$ cat config.mk
export PLATFORM = sky130hd
export DESIGN_NAME = exception_arbiter_flat
export DESIGN_NICKNAME = d
export VERILOG_FILES = /design/src/rtl/exception_arbiter_pkg.sv /design/src/rtl/exception_arbiter_if.sv /design/src/rtl/exception_arbiter_irq_sync.sv /design/src/rtl/exception_arbiter.sv /design/src/flat_wrapper.sv
export SDC_FILE = /design/constraint.sdc
export NUM_CORES = 1
export LEC_CHECK = 0
export BUFFER_PORTS_ARGS = -buffer_cell sky130_fd_sc_hd__buf_2
export CAP_MARGIN = 20
export CORE_ASPECT_RATIO = 1.2
export CORE_MARGIN = 2
export CORE_UTILIZATION = 52
export CTS_BUF_LIST = sky130_fd_sc_hd__clkbuf_16
export CTS_CLUSTER_DIAMETER = 30
export DETAILED_ROUTE_END_ITERATION = 10
export PLACE_DENSITY = 0.73
export SKIP_LAST_GASP = 1
export SYNTH_ARGS = -nofsm -noshare
export SYNTH_HDL_FRONTEND = slang
export SYNTH_HIERARCHICAL = 1
export SYNTH_SLANG_ARGS = --single-unit
export TNS_END_PERCENT = 50
$ cat constraint.sdc
create_clock -name clock -period 9.6 [get_ports clock]
set_clock_uncertainty 0.1 [all_clocks]
set_input_delay 0.96 -clock clock [delete_from_list [all_inputs] [get_ports clock]]
set_output_delay 0.96 -clock clock [all_outputs]
set_load 0.02 [all_outputs]
$ cat src/rtl/exception_arbiter_pkg.sv
// Shared types for the exception arbiter slice.
// Contents:
//   DATA_WIDTH        default PC/data width
//   exc_code_e        cause codes presented to CP0 (EXC_NONE when nothing is presented)
//   exc_arb_state_e   arbiter FSM states
package exception_arbiter_pkg;

  localparam int DATA_WIDTH = 32;

  // Encodings follow the MIPS Cause.ExcCode field; EXC_NONE is an unused
  // encoding that marks "no request presented".
  typedef enum logic [4:0] {
    EXC_INT  = 5'd0,
    EXC_SYS  = 5'd8,
    EXC_BP   = 5'd9,
    EXC_TR   = 5'd13,
    EXC_NONE = 5'd31
  } exc_code_e;

  typedef enum logic [1:0] {
    IDLE    = 2'd0,
    REQUEST = 2'd1,
    SERVICE = 2'd2
  } exc_arb_state_e;

endpackage

$ cat src/rtl/exception_arbiter_if.sv
// Bundle between decode/CP0 and the exception arbiter.
// Parameters: IrqCount (external interrupt lines), Width (PC width).
// Modports:
//   master - decode/CP0 side: drives enable, sysReq, bpReq, trReq, instrPc, irq,
//            excAck, eret; observes excValid, excCode, excPc, stall, busy
//   slave  - the arbiter: the mirror image
interface exception_arbiter_if
  import exception_arbiter_pkg::*;
#(
  parameter int IrqCount = 6,
  parameter int Width    = DATA_WIDTH
);

  logic                enable;
  logic                sysReq;
  logic                bpReq;
  logic                trReq;
  logic [Width-1:0]    instrPc;
  logic [IrqCount-1:0] irq;
  logic                excAck;
  logic                eret;
  logic                excValid;
  exc_code_e           excCode;
  logic [Width-1:0]    excPc;
  logic                stall;
  logic                busy;

  modport master (
    output enable, sysReq, bpReq, trReq, instrPc, irq, excAck, eret,
    input  excValid, excCode, excPc, stall, busy
  );

  modport slave (
    input  enable, sysReq, bpReq, trReq, instrPc, irq, excAck, eret,
    output excValid, excCode, excPc, stall, busy
  );

endinterface

$ cat src/rtl/exception_arbiter_irq_sync.sv
// irq_synchronizer: two-flop synchroniser for the external interrupt lines.
// Ports:
//   clock, reset (async, active-high), enable (freezes both stages when 0)
//   irq_in  - asynchronous interrupt lines
//   irq_out - lines after two register stages
module irq_synchronizer #(
  parameter int IrqCount = 6
) (
  input  logic                clock,
  input  logic                reset,
  input  logic                enable,
  input  logic [IrqCount-1:0] irq_in,
  output logic [IrqCount-1:0] irq_out
);

  logic [IrqCount-1:0] meta;

  always_ff @(posedge clock or posedge reset) begin
    if (reset) begin
      meta    <= '0;
      irq_out <= '0;
    end else if (enable) begin
      meta    <= irq_in;
      irq_out <= meta;
    end
  end

endmodule

$ cat src/rtl/exception_arbiter.sv
// exception_arbiter: requester side of the CP0 exception interface.
// Collects SYSCALL/BREAK/trap pulses and external interrupt levels, picks one
// by priority (Sys > Bp > Tr > Int) and presents its cause and PC to CP0.
// CP0's eJump (excAck) acknowledges a request; ERET ends service.
// Ports:
//   clock  - rising-edge clock
//   reset  - asynchronous, active-high
//   bus    - exception_arbiter_if.slave (inputs: enable, sysReq, bpReq, trReq,
//            instrPc, irq, excAck, eret; outputs: excValid, excCode, excPc,
//            stall, busy)
// Configuration macro:
//   EXC_IRQ_SYNC_EN - when defined, irq passes through a two-flop synchroniser
//                     (irq_synchronizer) before it is used; otherwise irq must
//                     already be synchronous to clock.
module exception_arbiter
  import exception_arbiter_pkg::*;
#(
  parameter int IrqCount = 6,
  parameter int Width    = DATA_WIDTH
) (
  input logic                 clock,
  input logic                 reset,
  exception_arbiter_if.slave  bus
);

  logic [IrqCount-1:0] irq_s;

`ifdef EXC_IRQ_SYNC_EN
  irq_synchronizer #(.IrqCount(IrqCount)) u_irq_sync (
    .clock   (clock),
    .reset   (reset),
    .enable  (bus.enable),
    .irq_in  (bus.irq),
    .irq_out (irq_s)
  );
`else
  assign irq_s = bus.irq;
`endif

  // Interrupts are a level, never latched: re-evaluated every cycle.
  logic int_p;
  assign int_p = |irq_s;

  logic             sys_p, bp_p, tr_p;
  logic [Width-1:0] sys_pc, bp_pc, tr_pc;
  exc_arb_state_e   state;
  logic             exc_valid;
  exc_code_e        exc_code;
  logic [Width-1:0] exc_pc;

  // Winner of the registered pending set; Int takes the live instrPc.
  exc_code_e        win_code;
  logic [Width-1:0] win_pc;
  logic             any_req;

  always_comb begin
    win_code = EXC_INT;
    win_pc   = bus.instrPc;
    if (sys_p) begin
      win_code = EXC_SYS;
      win_pc   = sys_pc;
    end else if (bp_p) begin
      win_code = EXC_BP;
      win_pc   = bp_pc;
    end else if (tr_p) begin
      win_code = EXC_TR;
      win_pc   = tr_pc;
    end
  end

  assign any_req = sys_p | bp_p | tr_p | int_p;

  // Leaving REQUEST clears the presented synchronous source whether or not it
  // was acknowledged (an unacked synchronous request is discarded).
  logic clr_sys, clr_bp, clr_tr;
  assign clr_sys = (state == REQUEST) && (exc_code == EXC_SYS);
  assign clr_bp  = (state == REQUEST) && (exc_code == EXC_BP);
  assign clr_tr  = (state == REQUEST) && (exc_code == EXC_TR);

  // A new pulse beats a same-cycle clear; a pulse on a source that stays
  // pending is ignored so the first PC is kept.
  logic sys_keep, bp_keep, tr_keep;
  assign sys_keep = sys_p & ~clr_sys;
  assign bp_keep  = bp_p  & ~clr_bp;
  assign tr_keep  = tr_p  & ~clr_tr;

  always_ff @(posedge clock or posedge reset) begin
    if (reset) begin
      state     <= IDLE;
      sys_p     <= 1'b0;
      bp_p      <= 1'b0;
      tr_p      <= 1'b0;
      sys_pc    <= '0;
      bp_pc     <= '0;
      tr_pc     <= '0;
      exc_valid <= 1'b0;
      exc_code  <= EXC_NONE;
      exc_pc    <= '0;
    end else if (bus.enable) begin
      sys_p <= sys_keep | bus.sysReq;
      bp_p  <= bp_keep  | bus.bpReq;
      tr_p  <= tr_keep  | bus.trReq;
      if (bus.sysReq && !sys_keep) sys_pc <= bus.instrPc;
      if (bus.bpReq  && !bp_keep)  bp_pc  <= bus.instrPc;
      if (bus.trReq  && !tr_keep)  tr_pc  <= bus.instrPc;

      case (state)
        IDLE: begin
          if (any_req) begin
            state     <= REQUEST;
            exc_valid <= 1'b1;
            exc_code  <= win_code;
            exc_pc    <= win_pc;
          end
        end
        REQUEST: begin
          exc_valid <= 1'b0;
          exc_code  <= EXC_NONE;
          state     <= bus.excAck ? SERVICE : IDLE;
        end
        SERVICE: begin
          if (bus.eret) state <= IDLE;
        end
        default: state <= IDLE;
      endcase
    end
  end

  assign bus.excValid = exc_valid;
  assign bus.excCode  = exc_code;
  assign bus.excPc    = exc_pc;
  assign bus.stall    = sys_p | bp_p | tr_p | (exc_valid & (exc_code != EXC_INT));
  assign bus.busy     = (state == SERVICE);

endmodule
$ cat src/flat_wrapper.sv
// flat-port wrapper written by rule: the top's interface ports become plain ports
module exception_arbiter_flat import exception_arbiter_pkg::*;
#(
  parameter int IrqCount = 6,
  parameter int Width    = DATA_WIDTH
)
  (clock, reset, bus_enable, bus_sysReq, bus_bpReq, bus_trReq, bus_instrPc, bus_irq, bus_excAck, bus_eret, bus_excValid, bus_excCode, bus_excPc, bus_stall, bus_busy);
  exception_arbiter_if #(.IrqCount(IrqCount), .Width(Width)) bus_i ();
  input logic clock;
  input logic reset;
  input wire logic [$bits(bus_i.enable)-1:0] bus_enable;
  input wire logic [$bits(bus_i.sysReq)-1:0] bus_sysReq;
  input wire logic [$bits(bus_i.bpReq)-1:0] bus_bpReq;
  input wire logic [$bits(bus_i.trReq)-1:0] bus_trReq;
  input wire logic [$bits(bus_i.instrPc)-1:0] bus_instrPc;
  input wire logic [$bits(bus_i.irq)-1:0] bus_irq;
  input wire logic [$bits(bus_i.excAck)-1:0] bus_excAck;
  input wire logic [$bits(bus_i.eret)-1:0] bus_eret;
  output wire logic [$bits(bus_i.excValid)-1:0] bus_excValid;
  output wire logic [$bits(bus_i.excCode)-1:0] bus_excCode;
  output wire logic [$bits(bus_i.excPc)-1:0] bus_excPc;
  output wire logic [$bits(bus_i.stall)-1:0] bus_stall;
  output wire logic [$bits(bus_i.busy)-1:0] bus_busy;
  assign bus_i.enable = bus_enable;
  assign bus_i.sysReq = bus_sysReq;
  assign bus_i.bpReq = bus_bpReq;
  assign bus_i.trReq = bus_trReq;
  assign bus_i.instrPc = bus_instrPc;
  assign bus_i.irq = bus_irq;
  assign bus_i.excAck = bus_excAck;
  assign bus_i.eret = bus_eret;
  assign bus_excValid = bus_i.excValid;
  assign bus_excCode = bus_i.excCode;
  assign bus_excPc = bus_i.excPc;
  assign bus_stall = bus_i.stall;
  assign bus_busy = bus_i.busy;
  exception_arbiter #(.IrqCount(IrqCount), .Width(Width)) u_core (.clock(clock), .reset(reset), .bus(bus_i));
endmodule
Word level (Yosys, flattened, before mapping)

Index checks and enable logic that the tools add are counted.

Eq/ne operators: 7
Reduce and logical (&&, ||, !) cells: 19
Bitwise logic cells: 14
Muxes and demuxes: 14

Operator list:

| operator                                      | number |
|---|---|
| two-way mux 32 bit                            | 3 |
| == test 5 x 4 -> 1 bit, second input constant | 3 |
| two-way mux 5 bit                             | 3 |
| one-hot mux 5 bit (2 select lines)            | 1 |
| AND reduction 3 bit                           | 3 |
| bitwise OR 1 bit                              | 7 |
| logical AND 1 bit                             | 6 |
| two-way mux 2 bit                             | 3 |
| one-hot mux 2 bit (3 select lines)            | 1 |
| AND reduction 2 bit                           | 3 |
| OR reduction 6 bit                            | 1 |
| nonzero test 5 bit                            | 1 |
| bitwise AND 1 bit                             | 4 |
| two-way mux 4 bit                             | 1 |
| zero test 1 bit                               | 3 |
| inverter 1 bit                                | 3 |
| == test 2 x 1 -> 1 bit, second input constant | 1 |
| == test 2 bit, second input constant          | 1 |
| zero test 2 bit                               | 1 |
| != test 2 x 1 -> 1 bit, second input constant | 1 |
| != test 2 bit, second input constant          | 1 |
| one-hot mux 1 bit (2 select lines)            | 1 |
| nonzero test 2 bit                            | 1 |
| two-way mux 1 bit                             | 1 |

Register bits: 139
Input port bits: 46
Word-level logic and storage cells: 64
Output and inout port bits: 40

Depth between registers and ports, before layout

Depth after elaboration: 7
Depth in mapped cells: 7
Mapped depth without buffers: 4

Worst setup path before layout

Ideal clock, no wire load.

Path kind: flip-flop to output port
From: register u_core.exc_code[2] (netlist: u_core/bus.excCode[2])
To: output bus_stall
Setup slack: 7.375 ns
Arrival time: 1.165 ns
Path buffers: 0
Required time: 8.540 ns
Stages on the path, launching flop included: 3
Cells stage by stage: dfstp_2 nor4_1 o21ai_0

Cells in the longest elaborated chain, start to end: 3

Ends and longest elaborated chain:

| item                   | line                     | text |
|---|---|---|
| start, declared        | exception_arbiter.sv:48  | `exc_code_e exc_code;` |
| start signal, assigned | exception_arbiter.sv:112 | `exc_code <= win_code;` |
| nonzero test 5 bit     | exception_arbiter.sv:132 | `assign bus.stall = sys_p \| bp_p \| tr_p \| (exc_valid & (exc_code != EXC_INT));` |
| bitwise AND 1 bit      | exception_arbiter.sv:132 |  |
| bitwise OR 1 bit       | exception_arbiter.sv:132 |  |
| end, declared          | flat_wrapper.sv:22       | `output wire logic [$bits(bus_i.stall)-1:0] bus_stall;` |

Every way passes these cells.

Worst setup path after layout

From: register u_core.sys_p
To: output bus_stall

Cells in the longest elaborated chain, start to end: 3

Ends and longest elaborated chain:

| item                           | line                     | text |
|---|---|---|
| start, declared                | exception_arbiter.sv:44  | `logic sys_p, bp_p, tr_p;` |
| start signal, assigned         | exception_arbiter.sv:100 | `sys_p <= sys_keep \| bus.sysReq;` |
| bitwise OR 1 bit (3 in series) | exception_arbiter.sv:132 |  |

Every way passes these cells.

==> metrics list <==
* Minimum clock period after layout: 3.25 ns
- Once layout is done, the placed cells without fillers occupy 7470 sq um.
- Buffers inserted to repair hold after CTS numbered 0.
- The flow ran to the end, and the final reports show no timing, DRC or antenna violations.
- The first detailed-routing pass ran for 5 iterations.
- The setup path with the least slack is of type reg -> out.
- CP Max Fanout: 45
- Wirelength per Cell: 18.2 um
* Number of max-cap violations: 0
* Vias per Instance: 5.72
- Later-pin clock latency in the skew report: 0.41 ns
* Combinational cell fraction of total power: 0.317
- Clock group share of total power: 0.257
- In the final layout, the share of cells above drive strength 1 is 0.410.
- The detailed router finished its first iteration with 328 violations.
* Pin count of the biggest net entering global routing: 77
- Sinks on the clock net: 138
- Count of final hold-check violations: 0
- The die is 105 um wide.
* Sequential share of the synthesized area: 0.544
* Seq pwr share: 0.425
- The synthesized design contains 0 enable-type register cells.
- Clock edge transition at the registers on the reported setup and hold paths: 0.06 ns
- Data on the critical path is required at its endpoint by 8.54 ns.
* Netlist area before placement: 6360 sq um
* IO Port Bufs: 85
- Final global-route overflow total: 0
- In the synthesized netlist, the number of instances is 510.
- After detailed placement, the total cell area comes to 6850 sq um.
- In this run, placement finished with an instance count of 725.
* Vias in the first global route: 4523
- Slew at the pin closest to its max-slew limit: 1.06 ns
- Synth Register Bits: 138
* DIE AREA: 13100 sq um
- Final setup violating endpoints: 0
- Switching share of total power: 0.323
- Final period util: 0.339
- Overall via count from detail_route: 4338
* Crit end category: primary output
- In this run the post-CTS setup repair buffer count came out at 0.
* Power per cell area: 335 nW/um^2
- Unrepaired setup endpoints after global routing: false
- Post-CTS repair changed the size of 0 cells.
- Number of warnings issued by yosys: 6
* Setup TNS: 0 ns
- Internal Dissipation: 1.69 mW
- Post-Synthesis Mean Instance Area: 12.5 sq um
* Synthesized net count: 556
- Highest achievable clock rate: 307 MHz
- Across every metal layer, demand over resource in global routing totals 0.221.
- Wire length after detailed routing: 13800 um
- Layout Nets: 631
- Area growth syn-to-layout: 17.4%
- Yosys mapped the design onto 38 distinct sky130hd cell types.
* Most common library cell in the layout ignoring fill and taps: sky130_fd_sc_hd__dfrtp_1
- Leaving out fill and tap cells, the most frequent cells in the layout are sky130_fd_sc_hd__dfrtp_1 (132), sky130_fd_sc_hd__buf_2 (85), sky130_fd_sc_hd__mux2_2 (79), sky130_fd_sc_hd__nand2_1 (32), sky130_fd_sc_hd__mux2_4 (30).
* Core Region: 12000 sq um
- For this design the total switching power over the nets is 0.808 mW.
* Final Slew Violations: 0
- CTS buffer count: 17
- Io pins: 86
- Fraction of synthesis flops using an asynchronous set or reset pin: 1.00
- In this run the deepest clock path goes through 2 buffers.
- Initial antenna violation count: 0
* Wire length of the first global-routing pass: 22800 um
- Arrival @ worst endpoint: 2.19 ns
* Final weighted congestion of routability-driven global placement: 0.729
- HPWL Detailed: 8710 um
- Detailed-route DRC error count: 0
* Clock tree root driver cell: sky130_fd_sc_hd__clkbuf_16
- From bottom edge to top edge, the die measures 125 um.
- CTS H-tree lvls: 4
- Nature of the critical path startpoint: register
* Antenna-violating nets left: 0
* Final Non-Filler Cells: 758
* Leakage power: 3.39 nW
* Top flip-flop cell by instance count after synthesis: sky130_fd_sc_hd__dfrtp_1
* Clock tree from TritonCTS: yes
* HP Class: reg -> reg
* Rel. slew slack: 0.293
* Starting density of the core: 0.530
- Number of cell rows: 44
* Maximum VDD drop: 168 uV
- Diode count: 0
==> Yosys cell counts (3+ instances only) <==
library cell               count  share of area
sky130_fd_sc_hd__mux2_4       30          0.071
sky130_fd_sc_hd__nand2_1      32          0.019
sky130_fd_sc_hd__inv_1        22          0.013
sky130_fd_sc_hd__mux2_1        6          0.011
sky130_fd_sc_hd__buf_2        12         0.0094
sky130_fd_sc_hd__nor2_1       25          0.015
sky130_fd_sc_hd__a22oi_1      27          0.032
sky130_fd_sc_hd__buf_6        11          0.019
sky130_fd_sc_hd__dfrtp_1     134           0.53
sky130_fd_sc_hd__a31oi_1      20          0.020
sky130_fd_sc_hd__mux2_2       79           0.14
sky130_fd_sc_hd__o211ai_1     13          0.015
sky130_fd_sc_hd__buf_4         3         0.0035
sky130_fd_sc_hd__dfstp_2       4          0.017
sky130_fd_sc_hd__o21a_1       13          0.015
sky130_fd_sc_hd__nand3_1       3         0.0024
sky130_fd_sc_hd__o21ai_0      23          0.018
sky130_fd_sc_hd__clkbuf_1     10         0.0059
sky130_fd_sc_hd__a21oi_1      19          0.015
==> power by group through the flow <==
stage	Clock, mW	Sequential (mW)	Combinational (mW)
after global placement	0	1.05	0.762
after detailed placement	0	1.06	0.795
after floorplan	0	1.09	0.547
after CTS	0.654	1.06	0.801
after global routing	0.688	1.10	0.864
final	0.643	1.06	0.793
==> area by class of cell <==
| cell class | instances | area, sq um |
|---|---|---|
| clock inverter | 14 | 159 |
| multi-input combinational | 312 | 2590 |
| tap | 161 | 201 |
| inverter | 22 | 87.6 |
| clock buffer | 17 | 425 |
| timing repair buffer | 94 | 546 |
| fill | 971 | 4540 |
| sequential | 138 | 3460 |
==> metrics by stage <==
stage | util | power (mW) | hold slack, ns | setup slack, ns
CTS | 0.619 | 2.51 | 0.387 | 6.35
global route | 0.622 | 2.65 | 0.398 | 6.22
global placement | 0.566 | 1.81 | 0.362 | 6.65
detailed placement | 0.571 | 1.86 | 0.368 | 6.78
finish | 0.622 | 2.50 | 0.381 | 6.35
floorplan | - | 1.64 | 0.352 | 4.85
==> flip-flops by register name, summed over array words and instances (netlist names) <==
name and count:
u_core/bp_pc 32, u_core/bus.excPc 32, u_core/sys_pc 32, u_core/tr_pc 32, u_core/bus.excCode 4, u_core/state 2, u_core/bp_p 1, u_core/bus.excValid 1
u_core/sys_p 1, u_core/tr_p 1
==> path summary, 6_finish.rpt <==
kind                                   from                    to  slack (ns)  depth (start not counted)
hold / removal             u_core/tr_pc[16]      u_core/tr_pc[16]        0.38                          1
min in group asynchronous             reset  u_core/bus.excPc[10]        0.50                          2
hold reg to reg            u_core/tr_pc[16]      u_core/tr_pc[16]        0.38                          1
setup / recovery               u_core/sys_p             bus_stall        6.35                          4
setup reg to reg               u_core/sys_p  u_core/bus.excPc[25]        6.76                          6
max in group asynchronous             reset           u_core/bp_p        7.49                          3
==> metal layers <==
layer,GRT usage,vias up,wire (um)
met1,0.275,2220,5880
li1,-,1987,-
met3,0.0553,22,571
met2,0.371,109,7170
met4,0.0831,0,209
met5,0,-,0
==> logic make-up after synthesis <==
group                  count (synthesis)  synth area share
AND/OR/NAND/NOR                       72            0.0508
flip-flops                           138             0.544
buffers and inverters                 60            0.0525
AO/OA/AOI/OAI                        125             0.131
multiplexers                         115             0.221
==> critical path: stages, from the launching register on <==
cell and delay, ns:
sky130_fd_sc_hd__dfrtp_2 0.59, sky130_fd_sc_hd__buf_4 0.37, sky130_fd_sc_hd__nor3_1 0.41, sky130_fd_sc_hd__o21ai_0 0.19, sky130_fd_sc_hd__buf_2 0.20
(Power assumes the default switching activity.)
